===== config.mk =====
export PLATFORM = sky130hd
export DESIGN_NAME = mem_arbiter
export DESIGN_NICKNAME = d
export VERILOG_FILES = /design/src/rtl/mem_arbiter_pkg.sv /design/src/rtl/mem_arb_select.sv /design/src/rtl/mem_arbiter.sv
export SDC_FILE = /design/constraint.sdc
export NUM_CORES = 1
export LEC_CHECK = 0
export CAP_MARGIN = 30
export CORE_MARGIN = 2
export CORE_UTILIZATION = 35
export DETAILED_ROUTE_END_ITERATION = 10
export PLACE_DENSITY = 0.8
export REMOVE_ABC_BUFFERS = 1
export SYNTH_ARGS = -nofsm -noshare
export SYNTH_HDL_FRONTEND = slang
export SYNTH_SLANG_ARGS = --single-unit

===== constraint.sdc =====
create_clock -name clock -period 2.05 [get_ports clock]
set_input_delay 0.41 -clock clock [delete_from_list [all_inputs] [get_ports clock]]
set_output_delay 0.41 -clock clock [all_outputs]
set_load 0.1 [all_outputs]

===== src/rtl/mem_arbiter_pkg.sv =====
// Shared types and constants for the unified-memory arbiter.
// Provides the FSM state and requester ID enums, the mem access-size
// encodings, and the mem port payload struct with its idle value.
package mem_arbiter_pkg;

  localparam int unsigned ADDR_W = 32;
  localparam int unsigned DATA_W = 32;
  localparam int unsigned SIZE_W = 2;
  localparam int unsigned CNT_W  = 4;

  localparam logic [SIZE_W-1:0] ACCESS_SIZE_BYTE = 2'd0;
  localparam logic [SIZE_W-1:0] ACCESS_SIZE_HALF = 2'd1;
  localparam logic [SIZE_W-1:0] ACCESS_SIZE_WORD = 2'd2;

  typedef enum logic [1:0] {
    IDLE   = 2'd0,
    ACCESS = 2'd1,
    RESP   = 2'd2
  } arb_state_t;

  typedef enum logic {
    SRC_FETCH = 1'b0,
    SRC_DATA  = 1'b1
  } arb_src_t;

  // Everything the arbiter drives toward mem during an access.
  typedef struct packed {
    logic [ADDR_W-1:0] addr;
    logic [DATA_W-1:0] data;
    logic              read_write;
    logic [SIZE_W-1:0] access_size;
    logic              unsigned_access;
  } mem_port_t;

  localparam mem_port_t MEM_PORT_IDLE = '{
    addr:            '0,
    data:            '0,
    read_write:      1'b1,
    access_size:     ACCESS_SIZE_WORD,
    unsigned_access: 1'b1
  };

endpackage


===== src/rtl/mem_arb_select.sv =====
// Combinational winner selection between fetch and data requesters.
// Ports:
//   arb_en       in   arbitration window open (FSM in IDLE or RESP)
//   setup_write  in   test-setup write in progress, suppresses grants
//   if_req/d_req in   requests from fetch and load/store path
//   wait_cnt     in   consecutive arbitrations fetch has lost
//   grant_c      out  a grant happens at the coming edge
//   fetch_wins_c out  winner is fetch (else data); meaningful with grant_c
module mem_arb_select
  import mem_arbiter_pkg::*;
#(
  parameter int unsigned MAX_WAIT = 4
) (
  input  logic             arb_en,
  input  logic             setup_write,
  input  logic             if_req,
  input  logic             d_req,
  input  logic [CNT_W-1:0] wait_cnt,
  output logic             grant_c,
  output logic             fetch_wins_c
);

  // Data has priority; fetch overrides it once it has starved long enough.
  always_comb begin
    grant_c      = 1'b0;
    fetch_wins_c = 1'b0;
    if (arb_en && !setup_write && (if_req || d_req)) begin
      grant_c = 1'b1;
      if (!d_req || (if_req && (wait_cnt >= CNT_W'(MAX_WAIT)))) begin
        fetch_wins_c = 1'b1;
      end
    end
  end

endmodule


===== src/rtl/mem_arbiter.sv =====
// Arbiter sharing one unified mem between instruction fetch and load/store.
// One access at a time: the winner's fields are latched into the mem port
// registers for MEM_LATENCY cycles, then read data (or 0 for stores) is
// returned with a one-cycle rvalid pulse to the winner.
// Ports:
//   clock, reset (sync, active-low)
//   if_req/if_addr -> if_gnt/if_rvalid/if_rdata     fetch side
//   d_req/d_addr/d_wdata/d_read_write/d_access_size/d_unsigned
//                  -> d_gnt/d_rvalid/d_rdata          load/store side
//   mem_address/mem_data_in/mem_read_write/mem_access_size/
//   mem_unsigned_access out, mem_data_out in          unified mem port
//   setup_write in blocks new grants; busy out high while in ACCESS
module mem_arbiter
  import mem_arbiter_pkg::*;
#(
  parameter int unsigned MEM_LATENCY = 1,
  parameter int unsigned MAX_WAIT    = 4
) (
  input  logic        clock,
  input  logic        reset,
  input  logic        if_req,
  input  logic [31:0] if_addr,
  output logic        if_gnt,
  output logic        if_rvalid,
  output logic [31:0] if_rdata,
  input  logic        d_req,
  input  logic [31:0] d_addr,
  input  logic [31:0] d_wdata,
  input  logic        d_read_write,
  input  logic [1:0]  d_access_size,
  input  logic        d_unsigned,
  output logic        d_gnt,
  output logic        d_rvalid,
  output logic [31:0] d_rdata,
  output logic [31:0] mem_address,
  output logic [31:0] mem_data_in,
  output logic        mem_read_write,
  output logic [1:0]  mem_access_size,
  output logic        mem_unsigned_access,
  input  logic [31:0] mem_data_out,
  input  logic        setup_write,
  output logic        busy
);

  arb_state_t        state_q, state_d;
  arb_src_t          src_q, src_d;
  mem_port_t         port_q, port_d;
  logic [CNT_W-1:0]  lat_cnt_q, lat_cnt_d;
  logic [CNT_W-1:0]  wait_cnt_q, wait_cnt_d;
  logic              if_gnt_q, if_gnt_d;
  logic              d_gnt_q, d_gnt_d;
  logic              if_rvalid_q, if_rvalid_d;
  logic              d_rvalid_q, d_rvalid_d;
  logic [DATA_W-1:0] if_rdata_q, if_rdata_d;
  logic [DATA_W-1:0] d_rdata_q, d_rdata_d;
  logic              busy_q, busy_d;

  logic grant_c;
  logic fetch_wins_c;

  mem_arb_select #(
    .MAX_WAIT(MAX_WAIT)
  ) u_select (
    .arb_en      (state_q != ACCESS),
    .setup_write (setup_write),
    .if_req      (if_req),
    .d_req       (d_req),
    .wait_cnt    (wait_cnt_q),
    .grant_c     (grant_c),
    .fetch_wins_c(fetch_wins_c)
  );

  // Next state, port latching, response capture and starvation counter.
  always_comb begin
    state_d     = state_q;
    src_d       = src_q;
    port_d      = port_q;
    lat_cnt_d   = lat_cnt_q;
    wait_cnt_d  = wait_cnt_q;
    if_gnt_d    = 1'b0;
    d_gnt_d     = 1'b0;
    if_rvalid_d = 1'b0;
    d_rvalid_d  = 1'b0;
    if_rdata_d  = '0;
    d_rdata_d   = '0;

    if (state_q == ACCESS) begin
      if (lat_cnt_q == CNT_W'(1)) begin
        state_d = RESP;
        port_d  = MEM_PORT_IDLE;
        if (src_q == SRC_FETCH) begin
          if_rvalid_d = 1'b1;
          if_rdata_d  = mem_data_out;
        end else begin
          d_rvalid_d = 1'b1;
          // Stores complete with zero data.
          d_rdata_d  = port_q.read_write ? mem_data_out : '0;
        end
      end else begin
        lat_cnt_d = lat_cnt_q - CNT_W'(1);
      end
    end else if (grant_c) begin
      state_d   = ACCESS;
      lat_cnt_d = CNT_W'(MEM_LATENCY);
      if (fetch_wins_c) begin
        src_d    = SRC_FETCH;
        if_gnt_d = 1'b1;
        port_d   = '{addr:            if_addr,
                     data:            '0,
                     read_write:      1'b1,
                     access_size:     ACCESS_SIZE_WORD,
                     unsigned_access: 1'b1};
      end else begin
        src_d   = SRC_DATA;
        d_gnt_d = 1'b1;
        port_d  = '{addr:            d_addr,
                    data:            d_wdata,
                    read_write:      d_read_write,
                    access_size:     d_access_size,
                    unsigned_access: d_unsigned};
      end
    end else begin
      state_d = IDLE;
    end

    // Starvation counter freezes while a setup write owns the memory.
    if (!setup_write) begin
      if (!if_req || (grant_c && fetch_wins_c)) begin
        wait_cnt_d = '0;
      end else if (grant_c && (wait_cnt_q != '1)) begin
        wait_cnt_d = wait_cnt_q + CNT_W'(1);
      end
    end

    busy_d = (state_d == ACCESS);
  end

  // State registers with synchronous active-low reset.
  always_ff @(posedge clock) begin
    if (!reset) begin
      state_q     <= IDLE;
      src_q       <= SRC_FETCH;
      port_q      <= MEM_PORT_IDLE;
      lat_cnt_q   <= '0;
      wait_cnt_q  <= '0;
      if_gnt_q    <= 1'b0;
      d_gnt_q     <= 1'b0;
      if_rvalid_q <= 1'b0;
      d_rvalid_q  <= 1'b0;
      if_rdata_q  <= '0;
      d_rdata_q   <= '0;
      busy_q      <= 1'b0;
    end else begin
      state_q     <= state_d;
      src_q       <= src_d;
      port_q      <= port_d;
      lat_cnt_q   <= lat_cnt_d;
      wait_cnt_q  <= wait_cnt_d;
      if_gnt_q    <= if_gnt_d;
      d_gnt_q     <= d_gnt_d;
      if_rvalid_q <= if_rvalid_d;
      d_rvalid_q  <= d_rvalid_d;
      if_rdata_q  <= if_rdata_d;
      d_rdata_q   <= d_rdata_d;
      busy_q      <= busy_d;
    end
  end

  assign if_gnt              = if_gnt_q;
  assign if_rvalid           = if_rvalid_q;
  assign if_rdata            = if_rdata_q;
  assign d_gnt               = d_gnt_q;
  assign d_rvalid            = d_rvalid_q;
  assign d_rdata             = d_rdata_q;
  assign mem_address         = port_q.addr;
  assign mem_data_in         = port_q.data;
  assign mem_read_write      = port_q.read_write;
  assign mem_access_size     = port_q.access_size;
  assign mem_unsigned_access = port_q.unsigned_access;
  assign busy                = busy_q;

endmodule


==> impl_results.md <==
- Switch Pwr: between 0.002 and 0.0025 W
- Clock share of power: 0.393
- CTS Buf Count: 17
- Hold_sp: mem_address[30]
- Final setup fails: 0
- Most frequent cells in the layout: dfxtp_1 (148), buf_4 (147), clkdlybuf4s50_1 (136), and2_1 (69), a22o_1 (35)
- Post-Syn Area per Cell: 12.2 µm²
- Initial cell density of the core: 0.360
- Hold_buf cts: 0
- Slew headroom: 0.471
- Period utilization: 0.849
- CTS clk-pin slew, worst paths: 0.06 ns
- Synthesized area: around 4800 µm²
- Die footprint: about 15000 µm²
- Total power: 0.00728 W
- Iteration-0 DRC Markers: 169
- Router iterations before antenna repair: 6
- Flop pwr share: 0.416
- Wire length per cell: roughly 17 µm
- Row Count: 42
- Max Cap Viol: 0
- Worst-Skew Late Latency: approximately 0.42 ns
- Switching share of power: 0.309
- Unrepaired setup endpoints after global routing: no
- CTS tree: built
- Sequential fraction of the synthesis area: 0.622
- Chip Width: roughly 120 µm
- Synth unique cells: 38
- Remaining antenna violation count after routing: 0
- Arrival @ worst endpoint: 2.10 ns
- Antenna violations before repair: 0
- Vias in the first global route: 4221
- Final Max Tran Viols: 0
- Final wirelength: 14.2 mm
- Top Ports: 274
- Area growth syn-to-layout: 68.0%
- Internal: a little over 0.005 W
- PD cells: 911 nW/µm²
- Number of remaining DRC errors: 0
- F_max: about 570 MHz
- Crit. End Element: flip-flop
- Share of cells above drive strength 1: 0.281
- Fin. Hold Viols: 0
- Pin count of the biggest net entering global routing: 35
- Clk sinks: 148
- Post-CTS setup buffers: 0
- Die Ht: 121 µm
- Grt ovf: 0
- HPWL after detailed placement: 10.7 mm
- Synth area leader: dfxtp_1
- Worst VDD drop: around 580 µV
- Final Worst Setup Slack: 0.310 ns
- Status: finished clean
- Minimum clock period: ~1.7 ns
- Worst slew pin tran: 0.792 ns
- Nets: 814
- First-pass GRT wire length: 21.6 mm
- Core area: 13200 µm²
- Post-synthesis sequential element count: between 100 and 150
- Drt via density: 4.72
- # diodes: 0
- Worst hold margin: 0.465 ns
- CTS Buffer Depth: 2
- Worst hold path class: reg -> reg
- # H-tree levels: 4
- Top post-synthesis cells by area: dfxtp_1 (62%), and2_1 (9.1%), a22o_1 (6.4%), o2bb2ai_1 (5.7%), mux2i_1 (4.4%)
- Commonest non-fill, non-tap cell in the layout: dfxtp_1
- Clk_skew: 0.00757 ns
- Port bufs: around 270
- Vias: 4072
- Startpoint Class: flip-flop
- Logic pwr share: 0.191
- Worst reg2reg startpoint: lat_cnt_q[1]
- Critical path class: reg -> reg
- Cell count after synthesis: between 300 and 400
- Root Driver: clkbuf_16
- Launch point of the worst path: lat_cnt_q[1]
- Ys Warns: 0
- Leakage: 3.48 nW
- Worst endpoint required time: 2.41 ns
- Total GRT Usage: 0.194
- Placer Congestion: 0.778
- Post-cts sizing count: 0
- Pre-CTS setup slack: -0.0976 ns
- Largest fanout on the critical path: 26
- Share of the synthesized area in the top cell type: 0.622
-- cell usage after synthesis --
cell,instances
a21boi_0,2
o21a_1,1
dfxtp_1,148
nor2_2,1
nor3b_1,1
or2_2,1
nor2_1,5
inv_1,2
o211ai_2,1
nand4b_1,1
a32o_1,1
nor2b_1,6
a21oi_1,2
nand2b_1,2
mux2i_1,21
a22o_1,35
o2bb2ai_1,31
a22oi_1,12
buf_2,10
ha_1,3
nor3_1,1
buf_6,2
mux2_2,1
o21ai_0,1
a221o_1,1
clkbuf_2,5
clkbuf_1,7
and2b_4,1
and3b_1,1
and4_1,1
and2b_1,1
nor4_1,1
nand2_1,4
o32a_1,3
nor3_2,1
and3_1,3
and2_1,69
o31ai_4,1
-- power groups by stage --
stage,Sequential (W),Clock [W],Combinational (W)
2_1_floorplan,0.00372,0,0.000216
3_3_place_gp,0.00309,0,0.00137
3_5_place_dp,0.00309,0,0.00139
4_1_cts,0.00303,0.00292,0.00140
5_1_grt,0.00304,0.00304,0.00144
6_report,0.00303,0.00286,0.00139
-- layer usage --
metal  global-route usage  part of all wire  up-vias  wire length [µm]
met5                    0                 0        -                 0
met1                0.209              0.39     1889              5530
met3               0.0849              0.10       27              1490
met2                0.327              0.48      196              6860
li1                     -                 -     1960                 -
met4               0.0923             0.025        0               360
-- logic make-up after synthesis --
group | count (synthesis) | synth area share
DFF | 148 | 0.622
and+or+nand+nor | 100 | 0.130
AOI/OAI and AO/OA | 91 | 0.166
buffers and inverters | 26 | 0.0276
muxes | 22 | 0.0465
adders and majority gates | 3 | 0.00788
-- per-stage QoR --
stage	TNS, ns	cell area [µm²]	util	std cells
after floorplan	-72.80	4640	-	366
after global placement	-0.0959	7450	0.563	831
after detailed placement	-0.903	7450	0.563	831
after CTS	0	8000	0.604	863
after global routing	0	8000	0.604	863
final	0	8000	0.604	863
-- flip-flops by register name, summed over array words and instances (netlist names) --
| signal | cells |
|---|---|
| if_gnt | 1 |
| wait_cnt_q | 4 |
| lat_cnt_q | 4 |
| mem_address | 32 |
| if_rvalid | 1 |
| mem_data_in | 32 |
| d_gnt | 1 |
| d_rdata | 32 |
| if_rdata | 32 |
| mem_access_size | 2 |
| mem_unsigned_access | 1 |
| d_rvalid | 1 |
| busy | 1 |
| state_q | 2 |
| mem_read_write | 1 |
| src_q | 1 |
-- worst max-delay path, cell delays in order (launching register included) --
cell	delay (ns)
dfxtp_1	0.36
inv_1	0.07
ha_1	0.20
nand2b_1	0.14
nor3_2	0.06
buf_4	0.16
nor2_4	0.29
buf_12	0.23
a22o_1	0.17
-- final timing paths --
kind,endpoint,slack (ns),cells after the start
setup / recovery,mem_data_in[20],0.31,8
hold / removal,mem_address[30],0.47,1
setup reg to reg,mem_data_in[20],0.31,8
hold reg to reg,mem_address[30],0.47,1
-- cell type report --
| type | count | area, µm² |
|---|---|---|
| flip-flops and latches | 148 | 2960 |
| repair buffers | 289 | 2580 |
| fillers | 1044 | 5240 |
| multi-input cells | 216 | 1680 |
| clock inverters | 15 | 123 |
| well taps | 176 | 220 |
| clock buffers | 17 | 425 |
| inverters | 2 | 7.51 |
(Power assumes the default switching activity.)
==> patch 1: new RTL, same flow settings <==
Change the package constant `CNT_W` from 4 to 5.
--- a/src/rtl/mem_arbiter_pkg.sv
+++ b/src/rtl/mem_arbiter_pkg.sv
@@ -6,7 +6,7 @@
   localparam int unsigned ADDR_W = 32;
   localparam int unsigned DATA_W = 32;
   localparam int unsigned SIZE_W = 2;
-  localparam int unsigned CNT_W  = 4;
+  localparam int unsigned CNT_W  = 5;
 
   localparam logic [SIZE_W-1:0] ACCESS_SIZE_BYTE = 2'd0;
   localparam logic [SIZE_W-1:0] ACCESS_SIZE_HALF = 2'd1;
Behaviour: same outputs for any inputs over 10 cycles, from zero or initial values and one cycle with reset low; that may be too few to reach the edited logic, so the function may still have changed.
==> patch 1 against the original RTL <==
- cell area grew 3.8%
- total power rose by 8.0%
- clock power increased by 12%
- routed wire length is 2.0% higher
- combinational power up 12%
- area after synthesis increased by 4.7%
- clock skew fell by 0.0019 ns
- worst setup slack worse by 0.14 ns
- sequential cell count rose by 2
- sequential power rose by 3%
- critical path type unchanged
- largest cell class unchanged
- largest power group is now the clock network
- highest routed layer unchanged
==> patch 1: results (changes against the original RTL) <==
| Metric | Value |
|---|---|
| CP peak stage delay | 0.35 ns |
| Total GRT Usage | 0.188 (was 0.194) |
| Mapped Cells | 416 (was 390) |
| First-pass GRT wire length | 21900 um (was 21600 um) |
| Initial drt markers | 154 (was 169) |
| Placed Area | 0.00767 mm^2 (was 0.00745 mm^2) |
| Met1 Usage GRT | 0.197 (was 0.209) |
| Family with the most delay on the worst path | compound AO/OA/AOI/OAI gates (was simple AND/OR/NAND/NOR gates) |
| Status | finished clean (unchanged) |
| Synth top cells by count | dfxtp_1, and2_1, a22o_1 (unchanged) |
| Clock buffer depth | 2 (unchanged) |
| Post-DP HPWL | 10900 um (was 10700 um) |
| Fraction of registers with async set/reset | 0 (unchanged) |
| Primary FF master, synth | dfxtp_1 (unchanged) |
| Met3 GRT Util | 0.105 (was 0.0849) |
| Slew headroom | 0.739 (was 0.471) |
| Final Skew | 0.00569 ns (was 0.00757 ns) |
| H-Tree Depth | 4 (unchanged) |
| Latest clock arrival within the worst-skew pair | approximately 0.41 ns |
| Pre-CTS WS | -0.0284 ns (was -0.0976 ns) |
| Number of antenna violations at the first check in global routing | 0 (unchanged) |
| Arrival time at the worst endpoint | 2.22 ns (was 2.10 ns) |
| Cell variety after synth | 39 (was 38) |
| M1 wire length | 5530 um (about the same) |
| CP startpoint | wait_cnt_q[0] (was lat_cnt_q[1]) |
| Synth top area cells | dfxtp_1, and2_1, a22o_1, mux2i_1, o2bb2ai_1 (was dfxtp_1, and2_1, a22o_1, o2bb2ai_1, mux2i_1) |
| Dpl cells | 863 (was 831) |
| Ys Warns | 0 (unchanged) |
| PnR worst setup slack | 0.167 ns (was 0.310 ns) |
| Vias | 4253 (was 4072) |
| Worst VDD drop | 552 uV (was 582 uV) |
| TritonCTS buffer count | 17 (unchanged) |
| CP Capture Point | wait_cnt_q[3] (was mem_data_in[20]) |
| Layout Area Growth over Synthesis | 66.5% (was 68.0%) |
| Final Instance Count excl. Fillers | 894 (was 863) |
| Root Driver | clkbuf_16 (unchanged) |
| Met2 Resource Use GR | 0.313 (was 0.327) |
| Final nets | 844 (was 814) |
| Leakage | 3.69 nW (was 3.48 nW) |
| R2R depth | 7 (was 8) |
| Drc violations | 0 (unchanged) |
| Top layer in use | met4 (unchanged) |
| Drt first pass iters | 4 (was 6) |
| Largest net degree at the start of global routing | 44 (was 35) |
| Met2 Wirelength | 6690 um (was 6860 um) |
| CP max stage cell | dfxtp_1 (unchanged) |
| GPL Wtd Cong | 0.844 (was 0.778) |
| Max Fanout on Critical Path | 5 (was 26) |
| Fraction of layout cells with a size suffix above 1 | 0.276 (was 0.281) |
| Sequential area share after synthesis | 0.602 (was 0.622) |
| Min-delay worst type | flip-flop to flip-flop (unchanged) |
| Met3 wire length | 2030 um (was 1490 um) |
| ANT cells | 0 (unchanged) |
| Number of global-route vias before repair | 4369 (was 4221) |
| Routed wire length | 14500 um (was 14200 um) |
| Number of fill cells | 1126 (was 1044) |
| Worst-path clk slew | 0.06 ns (about the same) |
## patch 1: changes by cell type after synthesis, moves of 5 or more
cell | before | now
clkbuf_2 | 5 | 0
nor3_1 | 1 | 10
or3_1 | 0 | 6
buf_2 | 10 | 17
and3_1 | 3 | 12
nor2b_1 | 6 | 1
a221o_1 | 1 | 9
o2bb2ai_1 | 31 | 23
a22oi_1 | 12 | 0
## patch 1: where the power goes
| part | switching, W | total (W) | leakage (nW) | internal, W |
|---|---|---|---|---|
| Combinational | 0.00102 | 0.00156 | 2.17 | 0.000536 |
| Sequential | 0.0000751 | 0.00311 | 1.22 | 0.00304 |
| Clock | 0.00118 | 0.00319 | 0.300 | 0.00202 |
## patch 1: cell type report
class                   instances  share of cell area
clock inverters                10              0.0172
clock buffers                  21              0.0567
flip-flops and latches        150               0.362
inverters                       7             0.00316
well taps                     180              0.0271
repair buffers                292               0.314
multi-input cells             234               0.220
## patch 1: logic make-up (layout without fill, tap and decap cells)
family          after synthesis  after routing  share of synthesized area
mux                          24             24                     0.0484
compound gates               88             88                      0.150
simple gates                117            117                      0.151
buf+inv                      32            330                     0.0359
fa+ha+maj                     5              5                     0.0125
flops                       150            150                      0.602
## patch 1: worst min-delay path by stage
stage | startpoint | endpoint | slack [ns] | cells past startpoint
4_1_cts | mem_address[20] | mem_address[20] | 0.47 | 1
5_1_grt | mem_address[6] | mem_address[6] | 0.48 | 1
6_report | mem_address[20] | mem_address[20] | 0.46 | 1
2_1_floorplan | src_q | d_rvalid | 0.46 | 1
3_3_place_gp | mem_address[29] | mem_address[29] | 0.45 | 1
3_5_place_dp | mem_address[4] | mem_address[4] | 0.45 | 1
## patch 1: timing repair
item,in CTS,in global routing
buffers inserted,0,0
gates resized for setup,1,1
setup endpoints to repair,1,1
==> patch 2: new RTL, same flow settings <==
Without the edit above. Re-encode `arb_state_t` (3 states) as one-hot, 3 bits wide.
--- a/src/rtl/mem_arbiter_pkg.sv
+++ b/src/rtl/mem_arbiter_pkg.sv
@@ -12,10 +12,10 @@
   localparam logic [SIZE_W-1:0] ACCESS_SIZE_HALF = 2'd1;
   localparam logic [SIZE_W-1:0] ACCESS_SIZE_WORD = 2'd2;
 
-  typedef enum logic [1:0] {
-    IDLE   = 2'd0,
-    ACCESS = 2'd1,
-    RESP   = 2'd2
+  typedef enum logic [2:0] {
+    IDLE   = 3'b001,
+    ACCESS = 3'b010,
+    RESP   = 3'b100
   } arb_state_t;
 
   typedef enum logic {
Check against the original RTL: same outputs for any inputs over 10 cycles, from zero or initial values and one cycle with reset low; not proved beyond that.
==> patch 2 against the original RTL <==
- worst setup slack got worse by 0.22 ns
- total power rose by 5.6%
- area after synthesis rose by 1.8%
- sequential cell count rose by 1
- cell area rose by 2.4%
- routed wire length rose by 1.2%
- via count rose by 0.61%
- clock skew barely moved
- critical path type unchanged
==> patch 2: results (changes against the original RTL) <==
| Metric | Value |
|---|---|
| Final Skew | 0.00730 ns (was 0.00757 ns) |
| Final nets | 826 (was 814) |
| IO Port Bufs | 273 (unchanged) |
| Total GRT Usage | 0.185 (was 0.194) |
| Synth top cells by count | dfxtp_1, and2_1, a22o_1 (unchanged) |
| XOR/XNOR Fraction of Synth Area | 0.00361 (was 0) |
| CP peak stage delay | 0.50 ns (was 0.36 ns) |
| Fraction of layout cells with a size suffix above 1 | 0.287 (was 0.281) |
| Mux contribution to synthesized area | 0.0186 (was 0.0465) |
| TritonCTS buffer count | 17 (unchanged) |
| Largest net degree at the start of global routing | 46 (was 35) |
| Max Fanout on Critical Path | 16 (was 26) |
| Drt first pass iters | 4 (was 6) |
| Arrival time at the worst endpoint | 2.32 ns (was 2.10 ns) |
| Vias/cell | 4.69 (was 4.72) |
| Initial drt markers | 229 (was 169) |
| CP max stage cell | or3b_1 (was dfxtp_1) |
| Min-delay worst type | flip-flop to flip-flop (unchanged) |
| Worst VDD drop | 488 uV (was 582 uV) |
| Adder-cell share of the synthesized area | 0.00775 (was 0.00788) |
| Routed wire length | 14400 um (was 14200 um) |
| Slew @ Worst Pin | 0.473 ns (was 0.792 ns) |
| Compound-Gate Fraction of Synth Area | 0.151 (was 0.166) |
| Number of global-route vias before repair | 4114 (was 4221) |
| Latest clock arrival within the worst-skew pair | between 0.4 and 0.5 ns |
| Clock buffer depth | 2 (unchanged) |
| Initial Utilization | 0.362 (was 0.360) |
| Sequential area share after synthesis | 0.616 (was 0.622) |
| Number of fill cells | 1081 (was 1044) |
| Leakage | 3.56 nW (was 3.48 nW) |
| Primary FF master, synth | dfxtp_1 (unchanged) |
| First-pass GRT wire length | 20800 um (was 21600 um) |
| Cell variety after synth | 42 (was 38) |
| Post-DP HPWL | 10600 um (was 10700 um) |
| GPL Wtd Cong | 0.912 (was 0.778) |
| Status | finished clean (unchanged) |
| Synth top area cells | dfxtp_1, and2_1, a22o_1, a221o_1, and2_0 (was dfxtp_1, and2_1, a22o_1, o2bb2ai_1, mux2i_1) |
patch 2: cell count changes in the layout (fill, tap and decap cells not counted), sizes merged, moves of 4 or more:
cell and change:
a221o +23, a22oi -12, and2 +22, buf +4, bufinv +5, mux2i -12
nor2b -5, o21ai +4, o2bb2ai -22
patch 2: worst max-delay path, delay by kind of cell, from the launching register on:
| kind | cells | cell delay, ns |
|---|---|---|
| flops | 1 | 0.32 |
| simple gates | 4 | 1.36 |
| fa+ha+maj | 1 | 0.15 |
| buf+inv | 1 | 0.08 |
patch 2: path summary, 6_finish.rpt:
kind	from	to	slack [ns]	cells past startpoint
min reg2reg	mem_address[13]	mem_address[13]	0.46	1
max reg2reg	lat_cnt_q[1]	d_rdata[3]	0.09	6
min	mem_address[13]	mem_address[13]	0.46	1
max	lat_cnt_q[1]	d_rdata[3]	0.09	6
patch 2: timing repair:
item / in CTS / in global routing
hold endpoints to repair: 0 / 0
endpoints found under the setup margin: 0 / 8
resized for setup: 0 / 2
patch 2: final cells by class:
type / count / area [um^2] / share of cell area
Sequential cell: 149 / 2980 / 0.364
Clock buffer: 17 / 425 / 0.0520
Inverter: 6 / 22.5 / 0.00275
Clock inverter: 14 / 228 / 0.0278
Timing Repair Buffer: 293 / 2620 / 0.319
Tap cell: 176 / 220 / 0.0269
Multi-Input combinational cell: 219 / 1690 / 0.207
patch 2: logic make-up after synthesis:
family | count (synthesis)
compound gates | 84
xor+xnor | 2
fa+ha+maj | 3
buf+inv | 31
flops | 149
mux | 9
simple gates | 119
patch 2: report_power, final:
| part | switching, W | internal (W) |
|---|---|---|
| registers | 0.0000589 | 0.00299 |
| clock network | 0.00121 | 0.00217 |
| logic | 0.000816 | 0.000451 |
| total | 0.00208 | 0.00561 |
patch 2: stage by stage:
step | cell area (um^2) | total power [W] | std cells | util | setup WS (ns)
5_1_grt | 8190 | 0.00793 | 874 | 0.611 | -0.00390
4_1_cts | 8170 | 0.00775 | 872 | 0.609 | 0.0702
3_5_place_dp | 7510 | 0.00437 | 841 | 0.561 | -0.0775
2_1_floorplan | 4670 | 0.00386 | 372 | - | -1.63
6_report | 8190 | 0.00769 | 874 | 0.611 | 0.0872
3_3_place_gp | 7510 | 0.00435 | 841 | 0.561 | -0.0528
patch 2: routing by layer:
| layer | GRT usage | up-vias | part of all wire |
|---|---|---|---|
| met5 | 0 | - | 0 |
| met4 | 0.106 | 0 | 0.035 |
| met3 | 0.0571 | 33 | 0.063 |
| met2 | 0.311 | 169 | 0.50 |
| met1 | 0.208 | 1915 | 0.40 |
| li1 | - | 1980 | - |
